`config.mk`:
```
export PLATFORM = sky130hd
export DESIGN_NAME = jt12_phase_gen
export DESIGN_NICKNAME = d
export VERILOG_FILES = /design/src/rtl/jt12_phase_gen.sv
export SDC_FILE = /design/constraint.sdc
export NUM_CORES = 2
export LEC_CHECK = 0
export ABC_AREA = 1
export ABC_CLOCK_PERIOD_IN_PS = 4600
export CAP_MARGIN = 10
export CORE_UTILIZATION = 50
export CTS_CLUSTER_DIAMETER = 200
export DETAILED_ROUTE_END_ITERATION = 10
export GPL_TIMING_DRIVEN = 0
export MAX_ROUTING_LAYER = met4
export PLACE_DENSITY = 0.66
export SLEW_MARGIN = 20
export SYNTH_ARGS = -nofsm -noshare
export SYNTH_HDL_FRONTEND = slang
export SYNTH_SLANG_ARGS = --single-unit
export TNS_END_PERCENT = 50
```
`constraint.sdc`:
```
create_clock -name clk -period 4.6 [get_ports clk]
set_clock_uncertainty 0.05 [all_clocks]
set_input_delay 0.92 -clock clk [delete_from_list [all_inputs] [get_ports clk]]
set_output_delay 0.92 -clock clk [all_outputs]
set_load 0.005 [all_outputs]
```
`src/rtl/jt12_phase_gen.sv`:
```
// Phase generator for 24 FM slots: per-slot increment from fnum/block/mul, 20-bit accumulators.
// Optional detune is enabled by defining JT12_PG_DT_EN.
module jt12_phase_gen #(
    parameter int PHASE_W = 20
) (
    input  logic        clk,
    input  logic        rst,
    input  logic        cen,
    input  logic        wr_en,
    input  logic [4:0]  wr_slot,
    input  logic [10:0] wr_fnum,
    input  logic [2:0]  wr_block,
    input  logic [3:0]  wr_mul,
    input  logic [2:0]  wr_dt,
    input  logic        kon,
    input  logic [4:0]  kon_slot,
    output logic [9:0]  pg_phase,
    output logic [4:0]  pg_slot,
    output logic        pg_valid,
    output logic        slot_sync
);

    logic [10:0]        fnum_r  [24];
    logic [2:0]         block_r [24];
    logic [3:0]         mul_r   [24];
`ifdef JT12_PG_DT_EN
    logic [2:0]         dt_r    [24];
    logic [2:0]         dt_s;
    logic [17:0]        dt_off_s;
`else
    logic               unused_dt_s;
`endif
    logic [PHASE_W-1:0] acc_r   [24];
    logic [23:0]        pend_r;

    logic [4:0]         slot_r;
    logic [19:0]        s1_inc_r;
    logic [4:0]         s1_slot_r;
    logic               s1_valid_r;

    logic [10:0]        fnum_s;
    logic [2:0]         block_s;
    logic [3:0]         mul_s;
    logic [17:0]        shifted_s;
    logic [16:0]        inc_base_s;
    logic [17:0]        base_s;
    logic [21:0]        prod_s;
    logic [19:0]        inc_s;
    logic [PHASE_W-1:0] acc_sum_s;
    logic [PHASE_W-1:0] acc_new_s;
    logic               pend_hit_s;

`ifndef JT12_PG_DT_EN
    assign unused_dt_s = ^wr_dt;
`endif

    // Stage 1: increment for the slot currently visited, from its stored config
    always_comb begin
        fnum_s     = fnum_r[slot_r];
        block_s    = block_r[slot_r];
        mul_s      = mul_r[slot_r];
        shifted_s  = {7'd0, fnum_s} << block_s;
        inc_base_s = shifted_s[17:1];
`ifdef JT12_PG_DT_EN
        dt_s     = dt_r[slot_r];
        dt_off_s = {16'd0, dt_s[1:0]} << block_s;
        if (dt_s[2]) begin
            if ({1'b0, inc_base_s} > dt_off_s) begin
                base_s = {1'b0, inc_base_s} - dt_off_s;
            end else begin
                base_s = 18'd0;
            end
        end else begin
            base_s = {1'b0, inc_base_s} + dt_off_s;
        end
`else
        base_s = {1'b0, inc_base_s};
`endif
        prod_s = {4'd0, base_s} * {18'd0, mul_s};
        if (mul_s == 4'd0) begin
            inc_s = {3'd0, base_s[17:1]};
        end else begin
            inc_s = prod_s[19:0];
        end
    end

    // Stage 2: accumulate, or restart from zero when a key-on is pending
    always_comb begin
        pend_hit_s = pend_r[s1_slot_r];
        acc_sum_s  = acc_r[s1_slot_r] + s1_inc_r;
        if (pend_hit_s) begin
            acc_new_s = '0;
        end else begin
            acc_new_s = acc_sum_s;
        end
    end

    // Per-slot configuration storage; writes land regardless of cen
    always_ff @(posedge clk) begin
        if (rst) begin
            for (int i = 0; i < 24; i++) begin
                fnum_r[i]  <= 11'd0;
                block_r[i] <= 3'd0;
                mul_r[i]   <= 4'd0;
`ifdef JT12_PG_DT_EN
                dt_r[i]    <= 3'd0;
`endif
            end
        end else if (wr_en && (wr_slot < 5'd24)) begin
            fnum_r[wr_slot]  <= wr_fnum;
            block_r[wr_slot] <= wr_block;
            mul_r[wr_slot]   <= wr_mul;
`ifdef JT12_PG_DT_EN
            dt_r[wr_slot]    <= wr_dt;
`endif
        end
    end

    // Slot sequencing, two-stage pipeline, accumulators, key-on pending bits and outputs
    always_ff @(posedge clk) begin
        if (rst) begin
            slot_r     <= 5'd0;
            s1_inc_r   <= 20'd0;
            s1_slot_r  <= 5'd0;
            s1_valid_r <= 1'b0;
            pend_r     <= 24'd0;
            pg_phase   <= 10'd0;
            pg_slot    <= 5'd0;
            pg_valid   <= 1'b0;
            slot_sync  <= 1'b0;
            for (int i = 0; i < 24; i++) begin
                acc_r[i] <= '0;
            end
        end else begin
            if (cen) begin
                slot_r     <= (slot_r == 5'd23) ? 5'd0 : slot_r + 5'd1;
                s1_inc_r   <= inc_s;
                s1_slot_r  <= slot_r;
                s1_valid_r <= 1'b1;
                if (s1_valid_r) begin
                    acc_r[s1_slot_r]  <= acc_new_s;
                    pg_phase          <= acc_new_s[PHASE_W-1:PHASE_W-10];
                    pg_slot           <= s1_slot_r;
                    pg_valid          <= 1'b1;
                    slot_sync         <= (s1_slot_r == 5'd0);
                    pend_r[s1_slot_r] <= 1'b0;
                end else begin
                    pg_valid  <= 1'b0;
                    slot_sync <= 1'b0;
                end
            end else begin
                pg_valid  <= 1'b0;
                slot_sync <= 1'b0;
            end
            // A key-on landing on the slot's own stage-2 edge must survive the clear above
            if (kon && (kon_slot < 5'd24)) begin
                pend_r[kon_slot] <= 1'b1;
            end
        end
    end

endmodule
```
==> impl_metrics.json <==
{
  "status": "finished, violations left",
  "violations": "negative setup slack",
  "grt.overflow.total": 0,
  "min_period_over_period": 1.14,
  "maxCapViolations": 0,
  "cts_num_sinks": 1298,
  "p_per_area_nw_per_um2": 466,
  "drt_wl_total_mm": 234,
  "synth_flop_cell": "edfxtp_1",
  "final_cells": 8008,
  "place_inst": 7645,
  "synth_top_cell_by_area": "edfxtp_1",
  "final_common_cell": "nor2_1",
  "drc": 0,
  "cts_tree": "yes",
  "final_cell_mix": "nor2_1 (1441), edfxtp_1 (1216), nand2_1 (771)",
  "arrival_ns": 5.93,
  "syn-cell-area_um2": 59600,
  "crit_type": "reg2reg",
  "yosys_register_bits": 1298,
  "cp_max_fo": 8,
  "end_kind": "flop",
  "hold_path_depth": 2,
  "cts_root_buf": "clkbuf_16",
  "critPathSlowestCell": "fa_1",
  "clkTransAtPathRegs_ns": 0.06,
  "dr.first_iter.drc_count": 8311,
  "place.gp.congestion": 1.04,
  "reg2reg_to": "s1_inc_r[13]$_SDFFE_PP0P_",
  "rsz0062_at_grt": "yes",
  "nets": 6458,
  "fmax_ghz": 0.190,
  "relSlewSlack": 0.142,
  "async_flop_share": 0,
  "track_usage": 0.392,
  "htree_levels": 4,
  "die-area_um2": 121000,
  "die_h_um": 347,
  "min_path_type": "reg2reg",
  "ys_seq_area_frac": 0.640,
  "ant_nets": 0,
  "port_buffers": 47,
  "dpl_cell_area_um2": 62900,
  "grt_pass1_vias": 46594,
  "die_w_um": 347,
  "required_ns": 5.26,
  "drive_gt1_frac": 0.161,
  "rows": 126,
  "num_io_pins": 53,
  "dr.pass1.iters": 8,
  "grt_pass1_wl_mm": 326,
  "rr_worst_depth": 29,
  "grt_max_degree": 22,
  "numCtsBuffers": 143,
  "p_total_mw": 33.6,
  "layout_setup_ws_ns": -0.667,
  "postCtsHoldBufs": 0,
  "via_per_inst": 6.28,
  "hold-path-endpoint": "s1_inc_r[16]$_SDFFE_PP0P_",
  "startpoint_type": "flop",
  "fillers": 9584,
  "synth_edf_count": 1216,
  "synth_cell_type_count": 49,
  "slew_violations": 0,
  "stdcell_area_um2": 72200,
  "coreArea_um2": 118000,
  "reg2reg_setup_slack_ns": -0.67,
  "routedWlPerCell_um": 29.3,
  "max_stage_delay_ns": 0.54,
  "antenna_found_initial": 13,
  "synth_area_per_cell_um2": 10.1,
  "yosys_warnings": 0,
  "clock_latency_ns": 0.82,
  "ir_worst_vdd_mv": 0.410,
  "syn_to_final_growth_pct": 21.1,
  "yosys-top-cells-area": "edfxtp_1 (61%), nor2_1 (9.3%), nand2_1 (5.6%)",
  "vias": 50270,
  "clockBufferDepth": 3,
  "leakage_nw": 27.3,
  "netlist_instances": 5909,
  "dp.final_hpwl_mm": 156,
  "max_slew.worst_pin.slew_ns": 1.29,
  "hp-start": "s1_inc_r[16]$_SDFFE_PP0P_",
  "synth_top_area_frac": 0.613,
  "initial_core_util": 0.505,
  "period_minus_slack_ns": 5.27,
  "setup_viol": 48,
  "hold_viol_final": 0
}
-- layer usage --
| layer | GRT usage | vias to the layer above | part of all wire | wire (um) |
|---|---|---|---|---|
| met2 | 0.573 | 4089 | 0.44 | 103000 |
| li1 | - | 21081 | - | - |
| met3 | 0.105 | 910 | 0.14 | 33400 |
| met4 | 0.234 | 0 | 0.068 | 15900 |
| met5 | - | - | 0 | 0 |
| met1 | 0.489 | 24190 | 0.35 | 82100 |
-- cell families after synthesis --
| kind of cell | count (synthesis) | share of synthesized area |
|---|---|---|
| AO/OA/AOI/OAI | 885 | 0.0877 |
| XOR/XNOR | 20 | 0.00294 |
| adder cells (fa/ha/maj) | 74 | 0.0194 |
| buffers and inverters | 719 | 0.0528 |
| flip-flops | 1298 | 0.640 |
| other | 1 | 0.0000629 |
| AND/OR/NAND/NOR | 2912 | 0.197 |
-- sequential cells by signal, summed over array words and instances (netlist names), 10 cells and up, named ones only --
| name | flops |
|---|---|
| acc_r | 640 |
| fnum_r | 352 |
| mul_r | 128 |
| block_r | 96 |
| pend_r | 24 |
| s1_inc_r | 20 |
| pg_phase | 10 |
-- synth_stat cells (29+ instances only) --
| cell | instances |
|---|---|
| buf_2 | 83 |
| nand2_1 | 892 |
| edfxtp_1 | 1216 |
| a21oi_1 | 135 |
| dfxtp_1 | 82 |
| fa_1 | 31 |
| o22ai_1 | 57 |
| inv_1 | 270 |
| clkbuf_1 | 282 |
| o221ai_1 | 115 |
| nor2_1 | 1481 |
| nand3_1 | 457 |
| buf_6 | 29 |
| ha_1 | 43 |
| buf_4 | 30 |
| o21ai_0 | 461 |
-- power by group --
| part | switching [mW] | internal, mW | leakage, nW |
|---|---|---|---|
| Sequential | 0.189 | 13.6 | 12.6 |
| Combinational | 5.57 | 2.80 | 12.5 |
| Clock | 4.98 | 6.44 | 2.18 |
-- layout make-up --
type                       count  area [um^2]  share of cell area
antenna                       13         32.5            0.000451
tap                         1536         1920              0.0266
clock buffer                 191         3870              0.0536
buffer                       438         3610              0.0501
inverter                     275         1060              0.0147
timing repair buffer         157         1650              0.0229
sequential                  1298        38200               0.529
multi-input combinational   4035        21200               0.294
clock inverter                65          648             0.00898
-- worst max-delay path: cells and delay by family, from the launching register on --
kind / cells / cell delay [ns]
compound gates: 5 / 0.92
xor+xnor: 1 / 0.21
fa+ha+maj: 3 / 1.36
buf+inv: 7 / 0.83
flops: 1 / 0.37
simple gates: 13 / 1.41
-- through the flow --
step           utilization  TNS [ns]  hold slack [ns]  setup slack (ns)
4_1_cts              0.592     -6.96            0.424            -0.634
3_3_place_gp         0.529  -1872.74            0.409             -2.54
6_report             0.611     -8.69            0.421            -0.667
3_5_place_dp         0.533  -1503.32            0.413             -2.71
5_1_grt              0.611    -14.56            0.452            -0.812
2_1_floorplan            -         0            0.390           0.00304
-- timing repair --
action                                 in CTS  in global routing
endpoints found under the hold margin       0                  0
pin swaps                                  63                131
setup endpoints to repair                 686                565
resized for setup                         631                468
setup buffers                              46                 46
cloned                                      2                  6
-- worst max-delay path by stage --
| stage | startpoint | to |
|---|---|---|
| after floorplan | flop | s1_inc_r[16]$_SDFFE_PP0P_ |
| after global placement | flop | acc_r[24][12]$_DFFE_PP_ |
| after detailed placement | flop | acc_r[25][12]$_DFFE_PP_ |
| after CTS | flop | s1_inc_r[13]$_SDFFE_PP0P_ |
| after global routing | flop | s1_inc_r[19]$_SDFFE_PP0P_ |
| final | flop | s1_inc_r[13]$_SDFFE_PP0P_ |
Note: power is estimated with default switching activity, not from simulation.
